## src/rtl/dlfloat_cmp_pipe.sv

```systemverilog
// DLFloat compare/select unit with streaming min/max reduction.
// Two-stage pipeline (S1 result/accumulator, S2 output) with a single global advance enable.
module dlfloat_cmp_pipe #(
    parameter int unsigned EXP_W = 6,
    parameter int unsigned MAN_W = 9,
    parameter int unsigned IDX_W = 8,
    localparam int unsigned W = 1 + EXP_W + MAN_W
) (
    input  logic             clk,
    input  logic             rst_n,
    input  logic             in_valid,
    output logic             in_ready,
    input  logic [W-1:0]     a,
    input  logic [W-1:0]     b,
    input  logic [2:0]       op,
    input  logic             in_last,
    output logic             out_valid,
    input  logic             out_ready,
    output logic [W-1:0]     out_data,
    output logic [IDX_W-1:0] out_idx,
    output logic [4:0]       out_flags
);

    localparam logic [2:0] OpMin = 3'b001;
    localparam logic [2:0] OpMax = 3'b010;
    localparam logic [2:0] OpEq  = 3'b011;
    localparam logic [2:0] OpLt  = 3'b100;
    localparam logic [2:0] OpLe  = 3'b101;

    localparam logic [W-1:0]   CanonNan = {1'b0, {(W-1){1'b1}}};
    localparam logic [IDX_W:0] CntOne   = {{IDX_W{1'b0}}, 1'b1};

    typedef enum logic [0:0] {StIdle, StAcc} state_e;

    function automatic logic is_nan(input logic [W-1:0] x);
        return &x[W-2:0];
    endfunction

    function automatic logic is_zero(input logic [W-1:0] x);
        return ~|x[W-2:0];
    endfunction

    // Strict less-than for non-NaN operands; +0 and -0 are equal.
    function automatic logic f_lt(input logic [W-1:0] x, input logic [W-1:0] y);
        if (is_zero(x) && is_zero(y)) return 1'b0;
        if (x[W-1] != y[W-1]) return x[W-1];
        if (x[W-1]) return x[W-2:0] > y[W-2:0];
        return x[W-2:0] < y[W-2:0];
    endfunction

    function automatic logic f_eq(input logic [W-1:0] x, input logic [W-1:0] y);
        return (is_zero(x) && is_zero(y)) || (x == y);
    endfunction

    // x strictly beats y; opposite-signed zeros are ordered -0 < +0 here.
    function automatic logic better(input logic [W-1:0] x, input logic [W-1:0] y,
                                    input logic want_max);
        logic zz;
        zz = is_zero(x) & is_zero(y);
        if (want_max) return f_lt(y, x) | (zz & ~x[W-1] & y[W-1]);
        return f_lt(x, y) | (zz & x[W-1] & ~y[W-1]);
    endfunction

    state_e           state_q, state_d;
    logic             rmax_q, rmax_d;
    logic             has_q, has_d;
    logic [W-1:0]     best_q, best_d;
    logic [IDX_W-1:0] bidx_q, bidx_d;
    logic [IDX_W:0]   cnt_q, cnt_d;
    logic             inv_q, inv_d;
    logic             ovf_q, ovf_d;

    logic             s1_valid_q, s1_valid_d;
    logic [W-1:0]     s1_data_q, s1_data_d;
    logic [IDX_W-1:0] s1_idx_q, s1_idx_d;
    logic [4:0]       s1_flags_q, s1_flags_d;
    logic             s2_valid_q, s2_valid_d;
    logic [W-1:0]     s2_data_q, s2_data_d;
    logic [IDX_W-1:0] s2_idx_q, s2_idx_d;
    logic [4:0]       s2_flags_q, s2_flags_d;

    logic             en, accept, in_acc, red_beat, cur_max, cur_has, cur_inv, cur_ovf;
    logic [W-1:0]     cur_best;
    logic [IDX_W-1:0] cur_idx, elem_idx;
    logic [IDX_W:0]   cur_cnt;
    logic             elem_nan, take, nxt_has, nxt_inv, nxt_ovf;
    logic [W-1:0]     nxt_best;
    logic [IDX_W-1:0] nxt_idx;
    logic [IDX_W:0]   nxt_cnt;
    logic             a_nan, b_nan, beat_inv, pred;
    logic [W-1:0]     beat_data;

    always_comb begin
        en       = out_ready | ~s2_valid_q;
        accept   = in_valid & en;
        in_acc   = (state_q == StAcc);
        red_beat = in_acc | (op[2] & op[1]);

        // In IDLE the accumulator is treated as empty and the op comes from the bus.
        cur_max  = in_acc ? rmax_q : op[0];
        cur_has  = in_acc & has_q;
        cur_best = best_q;
        cur_idx  = bidx_q;
        cur_cnt  = in_acc ? cnt_q : '0;
        cur_inv  = in_acc & inv_q;
        cur_ovf  = in_acc & ovf_q;

        elem_nan = is_nan(a);
        elem_idx = cur_cnt[IDX_W] ? {IDX_W{1'b1}} : cur_cnt[IDX_W-1:0];
        take     = ~elem_nan & (~cur_has | better(a, cur_best, cur_max));
        nxt_has  = cur_has | ~elem_nan;
        nxt_best = take ? a : cur_best;
        nxt_idx  = take ? elem_idx : cur_idx;
        nxt_inv  = cur_inv | elem_nan;
        nxt_ovf  = cur_ovf | cur_cnt[IDX_W];
        nxt_cnt  = cur_cnt[IDX_W] ? cur_cnt : cur_cnt + CntOne;

        a_nan     = is_nan(a);
        b_nan     = is_nan(b);
        beat_data = '0;
        beat_inv  = 1'b0;
        pred      = 1'b0;
        case (op)
            OpMin, OpMax: begin
                beat_inv = a_nan | b_nan;
                if (a_nan && b_nan) beat_data = CanonNan;
                else if (a_nan)     beat_data = b;
                else if (b_nan)     beat_data = a;
                else                beat_data = better(b, a, op == OpMax) ? b : a;
            end
            OpEq, OpLt, OpLe: begin
                beat_inv = a_nan | b_nan;
                if (op == OpEq)      pred = f_eq(a, b);
                else if (op == OpLt) pred = f_lt(a, b);
                else                 pred = f_lt(a, b) | f_eq(a, b);
                beat_data = {W{pred & ~beat_inv}};
            end
            default: ;
        endcase

        state_d = state_q;
        rmax_d  = rmax_q;
        has_d   = has_q;
        best_d  = best_q;
        bidx_d  = bidx_q;
        cnt_d   = cnt_q;
        inv_d   = inv_q;
        ovf_d   = ovf_q;
        if (accept && red_beat) begin
            if (in_last) begin
                state_d = StIdle;
            end else begin
                state_d = StAcc;
                rmax_d  = cur_max;
                has_d   = nxt_has;
                best_d  = nxt_best;
                bidx_d  = nxt_idx;
                cnt_d   = nxt_cnt;
                inv_d   = nxt_inv;
                ovf_d   = nxt_ovf;
            end
        end

        s1_valid_d = s1_valid_q;
        s1_data_d  = s1_data_q;
        s1_idx_d   = s1_idx_q;
        s1_flags_d = s1_flags_q;
        s2_valid_d = s2_valid_q;
        s2_data_d  = s2_data_q;
        s2_idx_d   = s2_idx_q;
        s2_flags_d = s2_flags_q;
        if (en) begin
            s1_valid_d = accept & (~red_beat | in_last);
            if (red_beat) begin
                s1_data_d  = nxt_has ? nxt_best : CanonNan;
                s1_idx_d   = nxt_has ? nxt_idx : '0;
                s1_flags_d = {nxt_inv, 1'b0, nxt_ovf, 2'b00};
            end else begin
                s1_data_d  = beat_data;
                s1_idx_d   = '0;
                s1_flags_d = {beat_inv, 4'b0000};
            end
            s2_valid_d = s1_valid_q;
            s2_data_d  = s1_data_q;
            s2_idx_d   = s1_idx_q;
            s2_flags_d = s1_flags_q;
        end
    end

    always_ff @(posedge clk or negedge rst_n) begin
        if (!rst_n) begin
            state_q    <= StIdle;
            rmax_q     <= 1'b0;
            has_q      <= 1'b0;
            best_q     <= '0;
            bidx_q     <= '0;
            cnt_q      <= '0;
            inv_q      <= 1'b0;
            ovf_q      <= 1'b0;
            s1_valid_q <= 1'b0;
            s1_data_q  <= '0;
            s1_idx_q   <= '0;
            s1_flags_q <= '0;
            s2_valid_q <= 1'b0;
            s2_data_q  <= '0;
            s2_idx_q   <= '0;
            s2_flags_q <= '0;
        end else begin
            state_q    <= state_d;
            rmax_q     <= rmax_d;
            has_q      <= has_d;
            best_q     <= best_d;
            bidx_q     <= bidx_d;
            cnt_q      <= cnt_d;
            inv_q      <= inv_d;
            ovf_q      <= ovf_d;
            s1_valid_q <= s1_valid_d;
            s1_data_q  <= s1_data_d;
            s1_idx_q   <= s1_idx_d;
            s1_flags_q <= s1_flags_d;
            s2_valid_q <= s2_valid_d;
            s2_data_q  <= s2_data_d;
            s2_idx_q   <= s2_idx_d;
            s2_flags_q <= s2_flags_d;
        end
    end

    assign in_ready  = en;
    assign out_valid = s2_valid_q;
    assign out_data  = s2_data_q;
    assign out_idx   = s2_idx_q;
    assign out_flags = s2_flags_q;

endmodule
```

## config.mk

```make
export PLATFORM = sky130hd
export DESIGN_NAME = dlfloat_cmp_pipe
export DESIGN_NICKNAME = d
export VERILOG_FILES = /design/src/rtl/dlfloat_cmp_pipe.sv
export SDC_FILE = /design/constraint.sdc
export NUM_CORES = 1
export LEC_CHECK = 0
export CORE_MARGIN = 10
export CORE_UTILIZATION = 46
export DETAILED_ROUTE_END_ITERATION = 12
export PLACE_DENSITY = 0.68
export SLEW_MARGIN = 15
export SYNTH_ARGS = -nofsm -noshare
export SYNTH_HDL_FRONTEND = slang
export SYNTH_SLANG_ARGS = --single-unit
```

## constraint.sdc

```tcl
create_clock -name clk -period 7.91 [get_ports clk]
set_input_delay 0.791 -clock clk [delete_from_list [all_inputs] [get_ports clk]]
set_output_delay 0.791 -clock clk [all_outputs]
set_load 0.05 [all_outputs]
```

==> flow_summary_export.csv, run 1 <==
group,metric,value,unit
synth,synth_seq_cells,92,
global_route,grt_max_degree,62,
final_layout,antennaDiodeCount,0,
sta,min_period,4.00,ns
placed_design,gp_congestion,0.942,
cts,cts_made_buffers,9,
worst_hold_path,min_path_type,"in2async",
global_route,grt_pass1_vias,4710,
cts,cts.sinks,92,
global_route,met3_usage,3.93,%
synth,synth_enable_flop_cells,0,
sta,rsz0062_at_grt,"false",
synth,synth_cells,633,
setup_path,r2r_end,"cnt_q[5]$_DFFE_PN0P_",
drt,postRouteAntennaNets,0,
setup_path,r2r_slack,4.56,ns
drt,dr.pass1.iters,5,
global_route,grt.busiest_layer,"met2",
synth,seq_area_frac_synth,40.5,%
global_route,met2_usage,26.6,%
cts,cts_tree,"yes",
setup_path,r2r_start,"out_valid$_DFFE_PN0N_",
setup_path,worstSetupEndpoint,"s1_data_q[9]$_DFFE_PN0N_",
final_layout,area_growth,17.4,%
final_layout,multi_input_area,3020,µm²
drt,routed_wl,15.8,mm
synth,synth_area_per_cell,8.99,µm²
cts,ctsLongestPathBuffers,2,
sta,hold_viol_final,0,
floorplan,io_pins,71,
placed_design,io_buffers,67,
final_layout,drive_gt1_share,8.96,%
setup_path,worst_setup_path_end_kind,"flop",
synth,synth_area,5690,µm²
placed_design,dp_hpwl,11.7,mm
power_and_ir_drop,power,1.63,mW
final_layout,final_common_cell,"nand2_1",
cts,post-cts-setup-buffer-count,0,
global_route,grt_first_pass_wirelength,26.1,mm
final_layout,final_cell_mix,"nand2_1, dfrtp_1, clkdlybuf4s50_1",
cts,ctsResizeCount,0,
global_route,grt_use_met1,25.9,%
power_and_ir_drop,power.density,244,nW/µm²
sta,drv_slew,0,
setup_path,cp-startpoint,"a[14]",
drt,drc,0,
global_route,overflow,0,
setup_path,critPathRequiredTime,8.15,ns
drt,vias,4953,
power_and_ir_drop,power_switching,627,µW
cts,clk_pin_slew,0.07,ns
synth,async_flop_share,100,%
power_and_ir_drop,clockPowerShare,26.1,%
drt,via_per_inst,5.83,
sta,relSlewSlack,21.6,%
power_and_ir_drop,combinationalPowerShare,35.0,%
floorplan,core-area,12100,µm²
status,status,"complete, no violations",
synth,yosysWarnings,0,
sta,fin_skew,0.0105,ns
power_and_ir_drop,p_leak,2.90,nW
floorplan,rows,40,
setup_path,path_class,"in2reg",
final_layout,fillCellCount,1110,
drt,drtIter0Drc,504,
power_and_ir_drop,p_seq_share,38.9,%
setup_path,worst_r2r_path_depth,10,
setup_path,cp.arrival,4.24,ns
run,maxCapViolCount,0,
floorplan,die_area,17200,µm²
sta,fin_tns_setup,0,ns
power_and_ir_drop,intPower,1.00,mW
final_layout,nNetsFinal,748,
floorplan,chipHeight,131,µm
cts,cts.hold.buffers_added,0,
sta,post-route-period-util,50.6,%
sta,setup_viol,0,
cts,clockRootBuffer,"clkbuf_16",
global_route,antenna_found_initial,0,
floorplan,start_util,47.2,%
sta,worst_slew_pin_slew,1.17,ns
synth,yosys.cell_types.count,62,
sta,fmax,0.250,GHz
cts,clock_latency,0.36,ns
cts,htree_levels,3,
power_and_ir_drop,ir_drop,0.000130,V
global_route,gr-usage-all-layers,18.4,%
setup_path,path_max_fanout,15,
setup_path,setup.worst_path.start_class,"primary input",
power_and_ir_drop,p_sw_share,38.4,%
synth,synth_ff_type,"dfrtp_1",
floorplan,die_x,131,µm
final_layout,seqCellArea,2300,µm²
drt,wl_per_cell,18.6,µm
worst min-delay path by stage:
stage / cells after the start / to / slack (ns)
final: 1 / best_q[5]$_DFFE_PN0P_ / 0.36
after global routing: 1 / best_q[1]$_DFFE_PN0P_ / 0.39
after CTS: 1 / best_q[5]$_DFFE_PN0P_ / 0.38
after detailed placement: 2 / out_idx[6]$_DFFE_PN0N_ / 0.45
after global placement: 2 / out_flags[2]$_DFFE_PN0N_ / 0.45
after floorplan: 1 / out_valid$_DFFE_PN0N_ / 0.43
metrics by stage:
stage	cells	instance area, µm²	hold WS (ns)	util, %	worst slack [ns]
final	849	6680	0.364	55.4	3.91
after global routing	849	6680	0.395	55.4	3.70
after CTS	849	6680	0.381	55.3	3.98
after detailed placement	833	6380	0.455	52.9	3.60
after global placement	833	6380	0.448	52.9	3.59
after floorplan	635	5700	0.435	-	4.85
Yosys cell counts, drive strengths merged (3+ instances only):
cell type,n,area (µm²)
o2111ai,16,140
nand2b,5,31.3
inv,34,128
a21oi,26,138
nor4,13,87.6
a311oi,13,114
nand3,11,60.1
clkbuf,25,97.6
a31oi,19,119
o21ai,35,175
buf,19,150
xor2,4,35.0
mux2i,8,80.1
nand2,127,477
nand4,27,169
or4,3,22.5
nor2,34,130
dfrtp,92,2300
o21a,4,30.0
and2,3,18.8
nand4b,3,26.3
o31ai,3,22.5
ha,32,400
nor3,8,51.3
mux2,21,236
o22a,16,140
sequential cells by signal, indices dropped and copies added, names as in the netlist:
| signal | flops |
|---|---|
| best_q | 16 |
| out_data | 16 |
| has_q | 1 |
| ovf_q | 1 |
| s1_valid_q | 1 |
| in_acc | 1 |
| bidx_q | 8 |
| cnt_q | 9 |
| s1_idx_q | 8 |
| out_flags | 2 |
| out_valid | 1 |
| out_idx | 8 |
| inv_q | 1 |
| rmax_q | 1 |
| s1_data_q | 16 |
| s1_flags_q | 2 |
kinds of logic after synthesis:
logic type	after synthesis	share of synthesized area (%)
muxes	29	5.57
xor gates and xnor gates	6	0.924
AOI/OAI and AO/OA	148	18.4
other	1	0.0659
buffers and inverters	78	6.60
DFF	92	40.5
and+or+nand+nor	247	20.9
adders and majority gates	32	7.04
final cells by class:
| cell class | instances | share of cell area, % |
|---|---|---|
| Multi-Input combinational cell | 465 | 45.3 |
| Sequential cell | 92 | 34.5 |
| Clock buffer | 9 | 3.37 |
| Inverter | 34 | 1.91 |
| Tap cell | 168 | 3.15 |
| Timing Repair Buffer | 74 | 10.8 |
| Clock inverter | 7 | 1.03 |
power groups by stage:
| stage | Clock [mW] | Combinational, mW | Sequential (mW) |
|---|---|---|---|
| 2_1_floorplan | 0 | 0.298 | 0.724 |
| 3_3_place_gp | 0 | 0.559 | 0.638 |
| 3_5_place_dp | 0 | 0.570 | 0.643 |
| 4_1_cts | 0.436 | 0.572 | 0.634 |
| 5_1_grt | 0.459 | 0.625 | 0.648 |
| 6_report | 0.426 | 0.570 | 0.634 |
per-layer routing:
| metal | vias to the layer above | part of all wire [%] |
|---|---|---|
| met5 | - | 0 |
| met3 | 21 | 7.7 |
| met1 | 2332 | 47 |
| met4 | 0 | 2.2 |
| met2 | 204 | 43 |
| li1 | 2396 | - |
critical path, stage by stage:
cell             delay [ns]
clkdlybuf4s50_1        0.63
ha_1                   0.44
nand4_1                0.15
nor4_1                 0.59
nand2b_1               0.21
a211o_1                0.14
nand4b_1               0.54
nand4_1                0.40
a31oi_1                0.13
o22a_1                 0.20
Power figures use the tool's default switching activity.
==> run 2: changes to the inputs <==
- PLACE_DENSITY: 0.68 -> 0.71
- clock period: 7.91 -> 3.44 ns (I/O delays scaled with it)
==> run 2 against run 1 <==
Via count rose by 5.6%. Clock power rose by 120%. Worst hold slack worse by 0.34 ns. Critical endpoint is now s1_data_q[13]$_DFFE_PN0N_.
==> flow_summary_export.csv, run 2 (synthesis results as in run 1) <==
group,metric,value,unit
status,status,"complete, no violations",
setup_path,cp_cell_sequence,"inv_1, ha_1, a21oi_2, o21ai_1, a221o_1, or4b_4, a31o_4, a311oi_1, o22a_1",
placed_design,dp.cells,883,
setup_path,path_class,"reg2reg",
setup_path,cpLargestDelayFamily,"compound AO/OA/AOI/OAI gates",
setup_path,path_max_fanout,28,
sta,rsz0062_at_grt,"false",
sta,fmax,0.331,GHz
cts,cts.hold.buffers_added,0,
setup_path,cp.arrival,3.31,ns
power_and_ir_drop,power,3.79,mW
final_layout,area_growth,24.5,%
sta,setup_viol,0,
floorplan,io_pins,71,
drt,wl_per_cell,18.0,µm
sta,worst_slew_pin_slew,0.751,ns
setup_path,worst_setup_path_end_kind,"flop",
power_and_ir_drop,p_leak,3.16,nW
cts,cts_tree,"yes",
sta,fin_skew,0.00983,ns
setup_path,critPathBufInv,1,
final_layout,drive_gt1_share,15.0,%
placed_design,dp_hpwl,12.4,mm
cts,htree_levels,3,
cts,ctsLongestPathBuffers,2,
cts,ctsResizeCount,0,
floorplan,die_x,131,µm
final_layout,antennaDiodeCount,0,
cts,post-cts-setup-buffer-count,0,
drt,vias,5228,
sta,min_period,3.02,ns
floorplan,rows,40,
final_layout,nNetsFinal,798,
setup_path,setup.worst_path.start_class,"flop",
power_and_ir_drop,p_sw_share,37.8,%
setup_path,slowest_delay,0.55,ns
sta,post-route-period-util,87.9,%
run,maxCapViolCount,0,
drt,drtIter0Drc,517,
sta,relSlewSlack,49.9,%
drt,drc,0,
power_and_ir_drop,power.density,535,nW/µm²
global_route,grt_first_pass_wirelength,26.5,mm
power_and_ir_drop,power_switching,1.43,mW
floorplan,core-area,12100,µm²
cts,clockRootBuffer,"clkbuf_16",
floorplan,start_util,47.2,%
sta,drv_slew,0,
worst_hold_path,min_path_type,"in2async",
setup_path,critPathRequiredTime,3.73,ns
global_route,overflow,0,
setup_path,cp_slowest_cell,"or4b_4",
global_route,grt_pass1_vias,5066,
drt,wl_met3,1.24,mm
global_route,antenna_found_initial,0,
placed_design,io_buffers,67,
cts,cts.sinks,92,
placed_design,gp_congestion,0.926,
sta,hold_viol_final,0,
floorplan,chipHeight,131,µm
power_and_ir_drop,intPower,2.35,mW
cts,cts_made_buffers,9,
drt,wl_met2,7.14,mm
cts,clock_latency,0.36,ns
final_layout,final_core_util,58.7,%
global_route,gr-usage-all-layers,18.5,%
drt,dr.pass1.iters,6,
drt,highest_layer,"met4",
power_and_ir_drop,clockPowerShare,24.8,%
final_layout,final_area,7080,µm²
drt,m1WireLength,7.45,mm
final_layout,final_common_cell,"nand2_1",
cts,clk_pin_slew,0.07,ns
sta,fin_tns_setup,0,ns
placed_design,place_ws,0.0840,ns
final_layout,final_cell_mix,"nand2_1, dfrtp_1, clkdlybuf4s50_1",
drt,postRouteAntennaNets,0,
power_and_ir_drop,ir_drop,0.000275,V
placed_design,placed_cell_area,6800,µm²
sta,holdWs,0.0283,ns
floorplan,die_area,17200,µm²
sta,fin_ws,0.418,ns
power_and_ir_drop,combinationalPowerShare,36.6,%
power_and_ir_drop,p_seq_share,38.6,%
global_route,grt_max_degree,57,
drt,routed_wl,16.2,mm
final_layout,final_cells,899,
drt,via_per_inst,5.82,
final_layout,fillCellCount,1056,
[run 2: final timing paths]
kind / from / endpoint / slack [ns] / cells past startpoint
setup reg to reg: best_q[10]$_DFFE_PN0P_ / s1_data_q[13]$_DFFE_PN0N_ / 0.42 / 9
hold / removal: rst_n / best_q[4]$_DFFE_PN0P_ / 0.03 / 1
min in group clk: out_data[8]$_DFFE_PN0N_ / out_data[8]$_DFFE_PN0N_ / 0.46 / 2
max in group asynchronous: rst_n / out_data[0]$_DFFE_PN0N_ / 2.65 / 2
setup / recovery: best_q[10]$_DFFE_PN0P_ / s1_data_q[13]$_DFFE_PN0N_ / 0.42 / 9
hold reg to reg: out_data[8]$_DFFE_PN0N_ / out_data[8]$_DFFE_PN0N_ / 0.46 / 2
[run 2: layout make-up]
cell class,instances,area [µm²],share of cell area [%]
Inverter,34,128,1.80
Multi-Input combinational cell,465,3020,42.7
Tap cell,168,210,2.97
Sequential cell,92,2300,32.5
Timing Repair Buffer,124,1140,16.2
Clock inverter,6,47.5,0.671
Clock buffer,10,229,3.23
[run 2: power by group through the flow]
| stage | sequential [mW] | combinational [mW] | clock [mW] |
|---|---|---|---|
| 2_1_floorplan | 1.67 | 0.686 | 0 |
| 3_3_place_gp | 1.47 | 1.35 | 0 |
| 3_5_place_dp | 1.48 | 1.38 | 0 |
| 4_1_cts | 1.46 | 1.38 | 0.957 |
| 5_1_grt | 1.49 | 1.52 | 1.00 |
| 6_report | 1.46 | 1.38 | 0.940 |
[run 2: layer usage]
layer  track usage (%)  up-vias
met4              7.12        0
met2              27.7      194
met3              3.73       28
met5                 0        -
li1                  -     2489
met1              25.6     2517
